File: src/rtl/bht_update_ctrl.sv
// Branch history table update controller: same-cycle fetch prediction plus FIFO-queued
// read-modify-write counter updates in idle array cycles. Define BHT_GSHARE_EN for gshare indexing.
module bht_update_ctrl #(
    parameter int IDXW         = 8,
    parameter int UPD_DEPTH    = 4,
    parameter int STARVE_LIMIT = 8
) (
    input  logic            clk,
    input  logic            rst_n,
    input  logic            fetch_req,
    input  logic [31:0]     fetch_pc,
    output logic            pred_taken,
    output logic [IDXW-1:0] pred_idx,
    output logic            fetch_stall,
    input  logic            upd_valid,
    output logic            upd_ready,
    input  logic [IDXW-1:0] upd_idx,
    input  logic            upd_taken,
    output logic [IDXW-1:0] arr_rindex,
    output logic [IDXW-1:0] arr_windex,
    output logic            arr_write_en,
    output logic [1:0]      arr_datain,
    input  logic [1:0]      arr_dataout
);
    localparam int PW = $clog2(UPD_DEPTH);
    localparam int SW = $clog2(STARVE_LIMIT + 1);
    localparam logic [PW:0]   FULL_CNT = UPD_DEPTH[PW:0];
    localparam logic [SW-1:0] LIMIT    = STARVE_LIMIT[SW-1:0];

    typedef enum logic [1:0] {IDLE, RD, WR} state_t;
    state_t state, state_nxt;

    logic [IDXW-1:0] fifo_idx   [UPD_DEPTH];
    logic            fifo_taken [UPD_DEPTH];
    logic [PW:0]     wr_ptr, rd_ptr, count;
    logic            empty, full, push, pop;
    logic [IDXW-1:0] head_idx;
    logic            head_taken;

    logic [IDXW-1:0] fetch_idx;
    logic            fetch_active, slot_free;
    logic [1:0]      cnt;
    logic [SW-1:0]   starve_cnt;
    logic            we, latch, starve_inc, starve_clr;
    logic            unused_pc;

    function automatic logic [1:0] sat(input logic [1:0] c, input logic t);
        if (t) return (c == 2'b11) ? c : c + 2'b01;
        return (c == 2'b00) ? c : c - 2'b01;
    endfunction

    assign unused_pc = ^{fetch_pc[31:IDXW+2], fetch_pc[1:0]};

`ifdef BHT_GSHARE_EN
    logic [IDXW-1:0] ghr;

    always_ff @(posedge clk or negedge rst_n) begin
        if (!rst_n)    ghr <= '0;
        else if (push) ghr <= {ghr[IDXW-2:0], upd_taken};
    end

    assign fetch_idx = fetch_pc[IDXW+1:2] ^ ghr;
`else
    assign fetch_idx = fetch_pc[IDXW+1:2];
`endif

    // FIFO of pending updates; pointers carry an extra wrap bit
    assign count      = wr_ptr - rd_ptr;
    assign empty      = (count == '0);
    assign full       = (count == FULL_CNT);
    assign upd_ready  = !full;
    assign push       = upd_valid && upd_ready;
    assign pop        = we;
    assign head_idx   = fifo_idx[rd_ptr[PW-1:0]];
    assign head_taken = fifo_taken[rd_ptr[PW-1:0]];

    always_ff @(posedge clk or negedge rst_n) begin
        if (!rst_n) begin
            wr_ptr <= '0;
            rd_ptr <= '0;
            for (int i = 0; i < UPD_DEPTH; i++) begin
                fifo_idx[i]   <= '0;
                fifo_taken[i] <= 1'b0;
            end
        end else begin
            if (push) begin
                fifo_idx[wr_ptr[PW-1:0]]   <= upd_idx;
                fifo_taken[wr_ptr[PW-1:0]] <= upd_taken;
                wr_ptr                     <= wr_ptr + 1'b1;
            end
            if (pop) rd_ptr <= rd_ptr + 1'b1;
        end
    end

    // The array port is free unless an unstalled fetch reads a different index;
    // a matching index lets the write bypass straight into the prediction.
    assign fetch_active = fetch_req && !fetch_stall;
    assign slot_free    = !fetch_active || (fetch_idx == head_idx);

    assign pred_idx     = fetch_idx;
    assign arr_rindex   = fetch_active ? fetch_idx : head_idx;
    assign pred_taken   = fetch_active && arr_dataout[1];
    assign arr_windex   = head_idx;
    assign arr_datain   = cnt;
    assign arr_write_en = we;

    always_comb begin
        state_nxt  = state;
        we         = 1'b0;
        latch      = 1'b0;
        starve_inc = 1'b0;
        starve_clr = 1'b0;
        case (state)
            IDLE: if (!empty) state_nxt = RD;
            RD: begin
                if (slot_free) begin
                    latch     = 1'b1;
                    state_nxt = WR;
                end else begin
                    starve_inc = 1'b1;
                end
            end
            WR: begin
                if (slot_free) begin
                    we         = 1'b1;
                    starve_clr = 1'b1;
                    state_nxt  = (count > 1 || push) ? RD : IDLE;
                end else begin
                    starve_inc = 1'b1;
                end
            end
            default: state_nxt = IDLE;
        endcase
    end

    always_ff @(posedge clk or negedge rst_n) begin
        if (!rst_n) begin
            state       <= IDLE;
            cnt         <= 2'b10;
            starve_cnt  <= '0;
            fetch_stall <= 1'b0;
        end else begin
            state <= state_nxt;
            if (latch) cnt <= sat(arr_dataout, head_taken);
            if (starve_clr)
                starve_cnt <= '0;
            else if (starve_inc && starve_cnt < LIMIT)
                starve_cnt <= starve_cnt + 1'b1;
            fetch_stall <= (starve_cnt >= LIMIT);
        end
    end
endmodule

File: config.mk
export PLATFORM = sky130hd
export DESIGN_NAME = bht_update_ctrl
export DESIGN_NICKNAME = d
export VERILOG_FILES = /design/src/rtl/bht_update_ctrl.sv
export SDC_FILE = /design/constraint.sdc
export NUM_CORES = 1
export LEC_CHECK = 0
export CAP_MARGIN = 0
export CORE_ASPECT_RATIO = 1.25
export CORE_MARGIN = 2
export CORE_UTILIZATION = 30
export DETAILED_ROUTE_END_ITERATION = 12
export DONT_BUFFER_PORTS = 1
export GPL_ROUTABILITY_DRIVEN = 0
export PLACE_DENSITY = 0.46
export SLEW_MARGIN = 10
export SYNTH_ARGS = -nofsm -noshare
export SYNTH_HDL_FRONTEND = slang
export SYNTH_SLANG_ARGS = --single-unit
File: constraint.sdc
create_clock -name clk -period 2.9 [get_ports clk]
set_input_delay 0.29 -clock clk [delete_from_list [all_inputs] [get_ports clk]]
set_output_delay 0.29 -clock clk [all_outputs]
set_load 0.01 [all_outputs]
==> flow_summary.ini <==
[status]
outcome = finished, final reports clean

[floorplanning]
fp.dieArea_um2 = 9820
row_count = 38
die_w_um = 89.0
dieHeight_um = 110
start_util_pct = 31.0
io_pins = 77
core_um2 = 8750

[synthesis]
synth.distinct_cells = 41
ys.flop_type = dfrtp_1
async_flop_share_pct = 100
synth.cell_area_um2 = 2710
yosysWarnings = 0
ys_ff_latch = 51
syn_avg_cell_area_um2 = 12.6
synthCells = 215
synth_edf_count = 0
syn-num-nets = 275
ys_seq_area_share_pct = 47.1

[timing]
maxSlewHeadroom_pct = 73.2
worst_pin_slew_ns = 0.402
fmax_mhz = 368
report.final.slew_viol_count = 0
fin_skew_ns = 0.00481
setup_violations = 0
rsz0062_at_grt = yes
hold_viol = 0
period_needed_ns = 2.72
layout_setup_ws_ns = 0.184
period_share_pct = 93.6
hold_slack_ns = 0.115

[worst_setup_path]
crit_path_start_kind = flip-flop
r2r_start = wr_ptr[0]
cp_cell_sequence = buf_4 -> mux4_2 -> xnor2_1 -> nand4_1 -> nor2_4 -> o21ai_2 -> inv_1
path_class = flip-flop to output port
crit_start = rd_ptr[0]
r2r-end = fifo_idx[2]
critPathMaxStageDelay_ns = 0.62
worstPathRequired_ns = 2.61
setup.worst_path.end = arr_write_en
reg2reg_depth = 10
cp_max_fo = 8
arrival_ns = 2.43
cp_slowest_cell = mux4_2
r2r_slack_ns = 0.19
end_kind = output port

[clocking]
clk_pin_slew_worst_paths_ns = 0.09
clk-insertion-delay-late_ns = 0.30
clockBufferDepth = 2
cts_num_sinks = 51
cts-htree-levels = 2
cts_buffers = 5
cts_tree = built
root_buffer = clkbuf_8

[detailed_routing]
met3WireLength_um = 328
wirelength_met1_um = 2480
first_pass_iters = 4
wl_per_cell_um = 17.3
vias = 1619
drc_errors = 0
highest_layer = met4
ant_nets = 0
viasPerCell = 4.73
routed-wl-met2_um = 3060
drtIter0Drc = 53
finalWirelength_um = 5920

[final_layout]
finalNetCount = 281
drive_gt1_share_pct = 14.9
mostFrequentLayoutCell = dfrtp_1
final_area_um2 = 3000
area_delta_synth_final_pct = 10.6
diodes = 0
layout_common_cells = dfrtp_1, mux2_1, nand2_1

[placed_design]
dpl_cell_area_um2 = 2860
preCtsSetupSlack_ns = 0.168
dpl.hpwl_um = 4380
portBuffers = 0

[grt]
antenna_found_initial = 0
grt_pass1_vias = 1715
grt_max_degree = 52
grt_overflow = 0
grt_use_total_pct = 13.4
grt_first_pass_wirelength_um = 9550

[worst_hold_path]
worstHoldPathType = primary input to flip-flop

[job]
cap_violations = 0

[power]
leakagePower_uw = 0.00129
powerDensity_nw_per_um2 = 1170
ir_drop_uv = 321
[sequential cells by signal, summed over array words and instances, names as in the netlist]
register / count
arr_datain: 2
fetch_stall: 1
fifo_idx: 32
fifo_taken: 4
rd_ptr: 3
starve_cnt: 4
state: 2
wr_ptr: 3
[routing by layer]
metal / track usage (%) / vias to the layer above
li1: - / 754
met1: 16.8 / 819
met2: 22.8 / 42
met3: 3.57 / 4
met4: 3.52 / 0
met5: 0 / -
[synth_stat cells (2+ instances only)]
master / n / area share [%]
nand3b_1: 3 / 0.83
a21oi_1: 3 / 0.55
nand4_1: 3 / 0.69
nand2_1: 30 / 4.2
mux2_1: 40 / 17
inv_1: 8 / 1.1
buf_4: 9 / 2.5
o21ai_1: 3 / 0.55
maj3_1: 2 / 0.74
mux4_2: 8 / 6.6
clkbuf_1: 3 / 0.42
dfrtp_1: 50 / 46
and2_1: 2 / 0.46
ha_1: 12 / 5.5
xnor2_1: 13 / 4.2
[critical path, delay by kind of cell, from the launching register on]
family	cells	cell delay (ns)
multiplexers	1	0.62
AND/OR/NAND/NOR	2	0.44
flip-flops	1	0.38
buffers and inverters	2	0.36
XOR/XNOR	1	0.21
AO/OA/AOI/OAI	1	0.13
[final cells by class]
class,count,area (um^2)
fillers,918,5750
multi-input cells,142,1330
flip-flops and latches,51,1280
well taps,120,150
repair buffers,13,133
clock buffers,7,76.3
inverters,8,30.0
clock inverters,1,7.51
[how the worst min path moves through the flow]
stage | from | end | slack, ns | cells past startpoint
3_5_place_dp | rst_n | fifo_taken[0] | -0.003 | 0
4_1_cts | upd_idx[5] | fifo_idx[29] | 0.10 | 1
3_3_place_gp | rst_n | arr_datain[0] | -0.003 | 0
2_1_floorplan | rst_n | arr_datain[0] | -0.006 | 0
5_1_grt | upd_idx[3] | fifo_idx[11] | 0.09 | 1
6_report | upd_idx[5] | fifo_idx[29] | 0.11 | 1
[what timing repair did]
action / CTS / global route
pin swaps: 0 / 3
buffers inserted: 0 / 0
endpoints found under the hold margin: 51 / 0
setup endpoints to repair: 1 / 3
hold buffers: 2 / 0
resized for setup: 1 / 2
[metrics by stage]
step	TNS [ns]	total power [uW]	std cells	utilization [%]
detailed placement	0	3120	332	32.7
floorplan	0	2650	215	-
finish	0	3510	342	34.3
CTS	0	3570	342	34.2
global placement	0	3090	332	32.7
global route	-0.00203	3810	342	34.3
[where the power goes]
part / leakage (uW) / internal [uW] / total, uW / switching (uW)
Clock: 0.0000385 / 171 / 407 / 235
Sequential: 0.000612 / 1080 / 1290 / 209
Combinational: 0.000643 / 881 / 1810 / 933
Total: 0.00129 / 2130 / 3510 / 1380
[cells by family after synthesis]
kind of cell	after synthesis	share of synthesized area (%)
compound gates	11	2.68
mux	50	24.6
xor+xnor	14	4.52
buf+inv	22	4.61
fa+ha+maj	15	7.01
flops	51	47.1
simple gates	52	9.46
No activity file was read; power rests on OpenSTA's default activity.
